$ cat src/rtl/vga_timing_pkg.sv
// Shared VGA 640x480@60 timing constants and the RGB332 -> RGB444 pin expansion.
package vga_timing_pkg;
  localparam int COUNT_WIDTH = 32;

  localparam int H_VISIBLE = 640;
  localparam int H_FRONT   = 16;
  localparam int H_SYNC    = 96;
  localparam int H_BACK    = 48;
  localparam int H_TOTAL   = H_VISIBLE + H_FRONT + H_SYNC + H_BACK;

  localparam int V_VISIBLE = 480;
  localparam int V_FRONT   = 10;
  localparam int V_SYNC    = 2;
  localparam int V_BACK    = 33;
  localparam int V_TOTAL   = V_VISIBLE + V_FRONT + V_SYNC + V_BACK;

  // Replicate the top bits so full-scale 3/2-bit values map to full-scale 4-bit.
  function automatic logic [11:0] rgb332_to_444(input logic [7:0] c);
    return {c[7:5], c[7], c[4:2], c[4], c[1:0], c[1:0]};
  endfunction
endpackage

$ cat src/rtl/sync_delay_line.sv
// Fixed-depth shift register with async active-low reset to a chosen idle vector.
module sync_delay_line #(
  parameter int               WIDTH       = 3,
  parameter int               DEPTH       = 1,
  parameter logic [WIDTH-1:0] RESET_VALUE = '0
) (
  input  logic             clk,
  input  logic             reset,
  input  logic [WIDTH-1:0] din,
  output logic [WIDTH-1:0] dout
);
  logic [DEPTH-1:0][WIDTH-1:0] stage_q, stage_d;

  always_comb begin
    stage_d    = stage_q;
    stage_d[0] = din;
    for (int i = 1; i < DEPTH; i++) stage_d[i] = stage_q[i-1];
  end

  always_ff @(posedge clk or negedge reset) begin
    if (!reset) stage_q <= {DEPTH{RESET_VALUE}};
    else        stage_q <= stage_d;
  end

  assign dout = stage_q[DEPTH-1];
endmodule

$ cat src/rtl/vga_sync_gen.sv
// VGA raster timing generator: counters for the sprite stage, sync/DE delayed to
// line up with the returning colour, blanked and registered onto RGB444 pins.
module vga_sync_gen #(
  parameter int COLOR_DELAY = 7,
  parameter int H_VISIBLE   = vga_timing_pkg::H_VISIBLE,
  parameter int H_FRONT     = vga_timing_pkg::H_FRONT,
  parameter int H_SYNC      = vga_timing_pkg::H_SYNC,
  parameter int H_BACK      = vga_timing_pkg::H_BACK,
  parameter int V_VISIBLE   = vga_timing_pkg::V_VISIBLE,
  parameter int V_FRONT     = vga_timing_pkg::V_FRONT,
  parameter int V_SYNC      = vga_timing_pkg::V_SYNC,
  parameter int V_BACK      = vga_timing_pkg::V_BACK
) (
  input  logic               clk,
  input  logic               reset,
  output logic signed [31:0] count_h,
  output logic signed [31:0] count_v,
  output logic               frame_start,
  output logic               vblank,
  input  logic [7:0]         color_in,
  output logic               vga_hs,
  output logic               vga_vs,
  output logic [3:0]         vga_r,
  output logic [3:0]         vga_g,
  output logic [3:0]         vga_b
);
  import vga_timing_pkg::*;

  localparam int H_TOT    = H_VISIBLE + H_FRONT + H_SYNC + H_BACK;
  localparam int V_TOT    = V_VISIBLE + V_FRONT + V_SYNC + V_BACK;
  localparam int HS_START = H_VISIBLE + H_FRONT;
  localparam int HS_STOP  = HS_START + H_SYNC;
  localparam int VS_START = V_VISIBLE + V_FRONT;
  localparam int VS_STOP  = VS_START + V_SYNC;

  typedef logic [COUNT_WIDTH-1:0] cnt_t;

  cnt_t        count_h_q, count_h_d, count_v_q, count_v_d;
  logic        frame_start_q, frame_start_d, vblank_q, vblank_d;
  logic        hs_raw, vs_raw, de_raw;
  logic        hs_d, vs_d, de_d;
  logic        vga_hs_q, vga_hs_d, vga_vs_q, vga_vs_d;
  logic [11:0] rgb_q, rgb_d;

  // frame_start/vblank look at the next counts so they land with them.
  always_comb begin
    count_h_d = count_h_q + cnt_t'(1);
    count_v_d = count_v_q;
    if (count_h_q == cnt_t'(H_TOT - 1)) begin
      count_h_d = '0;
      count_v_d = (count_v_q == cnt_t'(V_TOT - 1)) ? '0 : count_v_q + cnt_t'(1);
    end
    frame_start_d = (count_h_d == '0) && (count_v_d == '0);
    vblank_d      = count_v_d >= cnt_t'(V_VISIBLE);
  end

  assign hs_raw = !((count_h_q >= cnt_t'(HS_START)) && (count_h_q < cnt_t'(HS_STOP)));
  assign vs_raw = !((count_v_q >= cnt_t'(VS_START)) && (count_v_q < cnt_t'(VS_STOP)));
  assign de_raw = (count_h_q < cnt_t'(H_VISIBLE)) && (count_v_q < cnt_t'(V_VISIBLE));

  sync_delay_line #(
    .WIDTH       (3),
    .DEPTH       (COLOR_DELAY),
    .RESET_VALUE (3'b110)
  ) u_sync_dly (
    .clk   (clk),
    .reset (reset),
    .din   ({hs_raw, vs_raw, de_raw}),
    .dout  ({hs_d, vs_d, de_d})
  );

  // color_in is don't-care outside the active area; the mux keeps it off the pins.
  always_comb begin
    vga_hs_d = hs_d;
    vga_vs_d = vs_d;
    rgb_d    = de_d ? rgb332_to_444(color_in) : 12'h000;
  end

  always_ff @(posedge clk or negedge reset) begin
    if (!reset) begin
      count_h_q     <= '0;
      count_v_q     <= '0;
      frame_start_q <= 1'b0;
      vblank_q      <= 1'b0;
      vga_hs_q      <= 1'b1;
      vga_vs_q      <= 1'b1;
      rgb_q         <= '0;
    end else begin
      count_h_q     <= count_h_d;
      count_v_q     <= count_v_d;
      frame_start_q <= frame_start_d;
      vblank_q      <= vblank_d;
      vga_hs_q      <= vga_hs_d;
      vga_vs_q      <= vga_vs_d;
      rgb_q         <= rgb_d;
    end
  end

  assign count_h     = $signed(count_h_q);
  assign count_v     = $signed(count_v_q);
  assign frame_start = frame_start_q;
  assign vblank      = vblank_q;
  assign vga_hs      = vga_hs_q;
  assign vga_vs      = vga_vs_q;
  assign {vga_r, vga_g, vga_b} = rgb_q;
endmodule
$ cat config.mk
export PLATFORM = sky130hd
export DESIGN_NAME = vga_sync_gen
export DESIGN_NICKNAME = d
export VERILOG_FILES = /design/src/rtl/vga_timing_pkg.sv /design/src/rtl/sync_delay_line.sv /design/src/rtl/vga_sync_gen.sv
export SDC_FILE = /design/constraint.sdc
export NUM_CORES = 1
export LEC_CHECK = 0
export CAP_MARGIN = 20
export CORE_MARGIN = 4
export CORE_UTILIZATION = 40
export CTS_BUF_LIST = sky130_fd_sc_hd__clkbuf_4 sky130_fd_sc_hd__clkbuf_8
export DETAILED_ROUTE_END_ITERATION = 10
export PLACE_DENSITY = 0.62
export RECOVER_POWER = 100
export SLEW_MARGIN = 10
export SYNTH_ARGS = -nofsm -noshare
export SYNTH_HDL_FRONTEND = slang
export SYNTH_SLANG_ARGS = --single-unit
export TNS_END_PERCENT = 100
$ cat constraint.sdc
create_clock -name clk -period 5.85 [get_ports clk]
set_input_delay 0.585 -clock clk [delete_from_list [all_inputs] [get_ports clk]]
set_output_delay 0.585 -clock clk [all_outputs]
set_load 0.02 [all_outputs]
==> results of run 1 <==
==> Yosys cell counts (5+ instances only) <==
| cell type | n | area share (%) |
|---|---|---|
| nor2_1 | 22 | 1.7 |
| and4_1 | 9 | 1.6 |
| buf_2 | 6 | 0.62 |
| dfstp_2 | 16 | 8.7 |
| o21ai_0 | 8 | 0.82 |
| and2_1 | 13 | 1.7 |
| nor4_1 | 30 | 3.9 |
| inv_1 | 12 | 0.93 |
| ha_1 | 5 | 1.3 |
| nor3_1 | 14 | 1.4 |
| nand3_1 | 27 | 2.8 |
| xnor2_1 | 38 | 6.9 |
| or4_1 | 8 | 1.2 |
| dfrtp_1 | 81 | 42 |
| buf_4 | 5 | 0.77 |
| and3_1 | 12 | 1.5 |
| clkbuf_1 | 13 | 1.0 |
| or3_1 | 6 | 0.77 |
| o31ai_1 | 5 | 0.77 |
| xor2_1 | 22 | 4.0 |
| or2_2 | 5 | 0.64 |
| nand2_1 | 23 | 1.8 |
| nand4_1 | 27 | 3.5 |
==> sequential cells by signal, indices dropped and copies added, names as in the netlist <==
| register | count |
|---|---|
| u_sync_dly.stage_d | 18 |
| frame_start | 1 |
| count_v | 32 |
| vga_hs | 1 |
| rgb_q | 8 |
| vga_vs | 1 |
| count_h | 32 |
| vblank | 1 |
| u_sync_dly.dout | 3 |
==> logic make-up after synthesis <==
logic type,share of synthesized area [%]
mux,1.08
xor+xnor,10.8
fa+ha+maj,1.29
simple gates,28.0
buf+inv,3.86
flops,50.4
compound gates,4.56
==> cells in the final DEF, fill, tap and decap left out, drive strengths merged, types with 2 or more instances in the layout <==
master / synthesis / final
nand2: 23 / 23
nand4: 30 / 30
clkinv: 0 / 3
o21ai: 8 / 8
a211o: 3 / 3
mux2i: 3 / 3
nor2: 22 / 22
nor4: 31 / 31
or4: 9 / 9
dlygate4sd3: 0 / 84
or3: 6 / 6
and3: 12 / 12
clkbuf: 13 / 12
mux2: 2 / 2
dfstp: 16 / 16
a31oi: 3 / 3
clkdlybuf4s50: 0 / 4
nor3: 16 / 16
o31ai: 5 / 5
o2111ai: 2 / 2
ha: 5 / 5
and4b: 2 / 2
and2: 13 / 13
nor4b: 2 / 2
inv: 12 / 16
and4: 9 / 9
xor2: 22 / 22
nand3: 28 / 28
nand4b: 3 / 3
dfrtp: 81 / 81
nor4bb: 3 / 3
nor2b: 2 / 2
a21oi: 3 / 3
xnor2: 38 / 38
or2: 6 / 6
==> metrics by stage <==
step	cell area, µm²	cells	utilization, %
6_report	5930	682	50.8
5_1_grt	5930	682	50.8
4_1_cts	5990	682	51.4
3_5_place_dp	5800	666	49.7
3_3_place_gp	5800	666	49.7
2_1_floorplan	4860	459	-
==> layout make-up <==
type / instances / area (µm²)
fill: 1102 / 5730
clock inverter: 7 / 71.3
tap: 143 / 179
inverter: 12 / 45.0
multi-input combinational: 323 / 2170
timing repair buffer: 91 / 893
sequential: 97 / 2450
clock buffer: 9 / 124
==> path summary, 6_finish.rpt <==
path / cells after the start / startpoint / slack [ps] / to
hold / removal: 0 / u_sync_dly.stage_d[14] / 350 / u_sync_dly.stage_d[17]
setup / recovery: 8 / count_h[23] / 1490 / frame_start
hold reg to reg: 0 / u_sync_dly.stage_d[14] / 350 / u_sync_dly.stage_d[17]
min in group asynchronous: 1 / reset / 500 / count_h[20]
setup reg to reg: 8 / count_h[23] / 1490 / frame_start
max in group asynchronous: 2 / reset / 2930 / count_v[2]
==> power groups by stage <==
stage	clock network, W	registers (W)	logic [W]
final	0.000437	0.000674	0.0000322
after CTS	0.000452	0.000675	0.0000364
after global routing	0.000479	0.000675	0.0000363
after floorplan	0	0.000691	0.00000578
after detailed placement	0	0.000687	0.0000364
after global placement	0	0.000687	0.0000358
==> metal layers <==
| metal | global-route usage, % | vias to the layer above | wire, µm |
|---|---|---|---|
| li1 | - | 1826 | - |
| met1 | 26.7 | 1917 | 5980 |
| met2 | 28.4 | 127 | 5820 |
| met3 | 4.15 | 17 | 750 |
| met4 | 6.45 | 0 | 227 |
| met5 | 0 | - | 0 |
==> qor.csv, run 1 <==
metric,value,unit
Mapped Cells,459,
outcome,"finished, violations left",
"Max FO, Critical Path",9,
Pwr Density,193,mW/mm²
DR pass1 iterations,5,
WP buf/inv,0,
number of I/O pins,90,
largest net degree at the start of global routing,75,
Initial DRC Count,300,
failing checks,"capacitance limit, slew limit",
relative max-transition margin,-19.8,%
cts repair resizes,0,
GRT overflow,0,
Crit path largest cell delay,1280,ps
Final Max Tran Viols,76,
HPWL after DPL,9450,µm
sw frac,25.5,%
post-place setup slack,1980,ps
Core Area,0.0117,mm²
Async SR Flop Fraction,100,%
Seq pwr share,58.9,%
total design power,0.00114,W
clock group share of total power,38.2,%
clk sinks,97,
unrepaired setup endpoints after global routing,no,
cell breakdown of the critical path,nor4_1 > nand4_1 > nor4_1 > nand4_1 > mux2i_1 > or4bb_1 > nor4_1 > and4_1,
final worst path period need,4360,ps
Sw Pwr,0.000292,W
Clock Tree Root,clkbuf_8,
crit-path leading delay family,simple AND/OR/NAND/NOR gates,
worst hold slack,352,ps
via count,3887,
setup violators final,0,
Nets,549,
Crit. End Element,flop,
GRT Total Usage,18.7,%
WP data arrival,4670,ps
worst vdd ir,102,µV
setup ws final,1490,ps
setup TNS,0,ps
die width,118,µm
IO Port Bufs,89,
Syn-to-layout area delta,22.1,%
Crit Path Class,flop to flop,
mapped cell area,0.00486,mm²
DIE HEIGHT,118,µm
DR vias/cell,5.70,
Yosys warning count,0,
Post-Syn Nets,474,
final hold viol count,0,
worst min path class,flop to flop,
Gate power share,2.8,%
critical path's slowest cell,nor4_1,
hold-fix buffers at CTS,0,
CTS tree,yes,
leak pwr,2.70,nW
Final period util,74.6,%
MaxCap Viol Count,2,
final WL,12800,µm
layout cells sized above 1,8.16,%
Worst Path Required,6160,ps
"EDFF count, synth",0,
starting density of the core,41.6,%
CTS Buffer Depth,2,
top achievable clock speed,0.229,GHz
synthesized area per cell,10.6,µm²
Remaining DRCs,0,
GPL Wtd Cong,0.838,
Clock Skew,13.3,ps
Power Internal,0.000852,W
DIE AREA,0.0140,mm²
vias in the first global route,3906,
clk slew on worst S/H paths,110,ps
Post-CTS Setup Inserts,0,
number of buffers created by CTS,9,
diode count,0,
ANT nets after route,0,
antenna violations before repair,0,
# rows,39,
worst-margin pin slew,1800,ps
Synth Register Bits,97,
crit start category,flop,
"most used cell, CP",nor4_1,
latest clock arrival within the worst-skew pair,370,ps
"Seq/Total Area, Yosys",50.4,%
WL/cell,18.7,µm
first-pass GRT wire length,21300,µm
Synth cell types,56,
H-Tree Depth,3,
"Top FF cell, synth",dfrtp_1,
Power figures use the tool's default switching activity.
==> run 2: changes to the inputs <==
--- a/config.mk
+++ b/config.mk
@@ -10,7 +10,7 @@
 export CORE_UTILIZATION = 40
 export CTS_BUF_LIST = sky130_fd_sc_hd__clkbuf_4 sky130_fd_sc_hd__clkbuf_8
 export DETAILED_ROUTE_END_ITERATION = 10
-export PLACE_DENSITY = 0.62
+export PLACE_DENSITY = 0.64
 export RECOVER_POWER = 100
 export SLEW_MARGIN = 10
 export SYNTH_ARGS = -nofsm -noshare
==> constraint.sdc (replaced) <==
create_clock -name clk -period 3.7 [get_ports clk]
set_input_delay 0.37 -clock clk [delete_from_list [all_inputs] [get_ports clk]]
set_output_delay 0.37 -clock clk [all_outputs]
set_load 0.02 [all_outputs]
==> qor.csv, run 2 (synthesis gave the netlist of run 1 again) <==
metric,value,unit,change
IO Port Bufs,89,,unchanged
failing checks,"capacitance limit, slew limit",,
ANT nets after route,0,,unchanged
setup ws final,266,ps,-1220 ps
DIE AREA,0.0140,mm²,unchanged
critical path's slowest cell,or4_1,,
CTS tree,yes,,
leak pwr,2.78,nW,+2.8%
WP data arrival,3740,ps,-930 ps
GRT overflow,0,,unchanged
Clock Tree Root,clkbuf_8,,
number of I/O pins,90,,unchanged
worst min path class,flop to flop,,
setup violators final,0,,unchanged
via count,4026,,+3.6%
fillers,1049,,-4.8%
Remaining DRCs,0,,unchanged
diode count,0,,unchanged
unrepaired setup endpoints after global routing,no,,
worst-margin pin slew,2250,ps,+448 ps
starting density of the core,41.6,%,unchanged
layout cells sized above 1,10.6,%,+2.5 points
clk slew on worst S/H paths,100,ps,about the same
GRT Total Usage,19.3,%,+0.53 points
antenna violations before repair,0,,unchanged
Pwr Density,303,mW/mm²,+57%
CTS Buffer Depth,2,,unchanged
DIE HEIGHT,118,µm,unchanged
HPWL after DPL,9800,µm,+3.6%
GPL Wtd Cong,0.899,,+7.2%
worst hold slack,353,ps,+1.40 ps
WP buf/inv,1,,+1
Clock Skew,14.5,ps,+1.13 ps
largest net degree at the start of global routing,85,,+13%
worst vdd ir,133,µV,+31%
WL/cell,18.8,µm,+0.19%
"commonest non-fill, non-tap cell in the layout",dfrtp_1,,
first-pass GRT wire length,21700,µm,+2.2%
vias in the first global route,3920,,+0.36%
final worst path period need,3430,ps,-929 ps
Crit path largest cell delay,520,ps,-760 ps
Crit Path Class,flop to flop,,
MaxCap Viol Count,1,,-1
DR pass1 iterations,5,,unchanged
Final period util,92.8,%,+18 points
Core Area,0.0117,mm²,unchanged
crit-path leading delay family,simple AND/OR/NAND/NOR gates,,
Multi-input gate area,0.00223,mm²,+2.8%
Final Max Tran Viols,46,,-39%
register area,0.00245,mm²,unchanged
latest clock arrival within the worst-skew pair,370,ps,about the same
top achievable clock speed,0.291,GHz,+27%
setup TNS,0,ps,unchanged
hold-fix buffers at CTS,0,,unchanged
H-Tree Depth,3,,unchanged
relative max-transition margin,-49.7,%,-30 points
post-place setup slack,197,ps,-1780 ps
# rows,39,,unchanged
final WL,13100,µm,+2.5%
cell breakdown of the critical path,ha_1 > and3_1 > nand4_1 > or2_0 > clkbuf_1 > nor2_1 > mux2_1 > or4_1 > nor4_1 > and4_1,,
crit start category,flop,,
"Max FO, Critical Path",12,,+3
number of buffers created by CTS,9,,unchanged
Crit. End Element,flop,,
DR vias/cell,5.77,,+1.2%
final hold viol count,0,,unchanged
Worst Path Required,4010,ps,-2150 ps
die width,118,µm,unchanged
clk sinks,97,,unchanged
Nets,565,,+2.9%
Initial DRC Count,387,,+29%
outcome,"finished, violations left",,
"commonest cells after routing, fill and taps aside","81 x dfrtp_1, 80 x dlygate4sd3_1, 38 x xnor2_1",,
Syn-to-layout area delta,25.6,%,
==> run 2: cell types whose count changed in the layout (fill, tap and decap cells not counted), moves of 2 or more <==
| cell | delta |
|---|---|
| dlygate4sd3_1 | -4 |
| nand4_1 | -2 |
| nor4_2 | +2 |
| and2_0 | +2 |
| and2_1 | -2 |
| buf_4 | +9 |
| clkdlybuf4s50_1 | +4 |
| nor4_1 | -3 |
| clkbuf_1 | +7 |
==> run 2: repair_timing <==
action                                  4_1_cts  5_1_grt
setup buffers                                 0        1
gates resized for setup                       0        2
endpoints found under the setup margin        0        2
==> run 2: path summary, 6_finish.rpt <==
path	from	to	slack, ps	cells past startpoint
min in group asynchronous	reset	count_h[28]	660	1
hold / removal	u_sync_dly.stage_d[17]	u_sync_dly.stage_d[20]	350	0
setup / recovery	count_h[0]	frame_start	270	10
hold reg to reg	u_sync_dly.stage_d[17]	u_sync_dly.stage_d[20]	350	0
max in group asynchronous	reset	count_v[0]	1050	2
setup reg to reg	count_h[0]	frame_start	270	10
==> run 2: routing by layer <==
metal  global-route usage (%)  up-vias  share of wire, %
met1                     28.3     1999                49
met5                        0        -                 0
met3                     4.30       22               5.6
met4                     6.23        0               2.0
li1                         -     1865                 -
met2                     28.3      140                44
==> run 2: report_power, final <==
| part | internal [W] | leakage, nW | total, W | switching [W] |
|---|---|---|---|---|
| Clock | 0.000327 | 0.104 | 0.000729 | 0.000402 |
| Sequential | 0.00106 | 1.23 | 0.00107 | 0.00000123 |
| Combinational | 0.0000186 | 1.44 | 0.0000520 | 0.0000334 |
==> run 2: through the flow <==
step                      util [%]  std cells  power [W]  instance area (µm²)
after floorplan                  -        459    0.00110                 4860
after global routing          52.3        698    0.00193                 6100
after detailed placement      50.6        680    0.00114                 5900
after global placement        50.6        680    0.00114                 5900
after CTS                     52.4        696    0.00187                 6110
final                         52.3        698    0.00185                 6100
==> run 2: worst reg2reg max path: cells and delay by family, from the launching register on <==
family / cells / cell delay (ps)
simple gates: 7 / 1830
flops: 1 / 460
buf+inv: 1 / 440
mux: 1 / 380
fa+ha+maj: 1 / 260
==> run 2: final cells by class <==
class	count	area share (%)
clock buffer	9	2.03
tap	143	2.93
sequential	97	40.1
multi-input combinational	323	36.6
clock inverter	7	1.42
timing repair buffer	107	16.2
inverter	12	0.739
==> run 3: changes to the inputs <==
--- a/config.mk
+++ b/config.mk
@@ -10,8 +10,10 @@
 export CORE_UTILIZATION = 40
 export CTS_BUF_LIST = sky130_fd_sc_hd__clkbuf_4 sky130_fd_sc_hd__clkbuf_8
 export DETAILED_ROUTE_END_ITERATION = 10
+export GPL_TIMING_DRIVEN = 1
 export PLACE_DENSITY = 0.64
 export RECOVER_POWER = 100
+export SKIP_CTS_REPAIR_TIMING = 1
 export SLEW_MARGIN = 10
 export SYNTH_ARGS = -nofsm -noshare
 export SYNTH_HDL_FRONTEND = slang
==> results of run 3 <==
The final DEF is identical to that of run 2; final timing and power are the same.
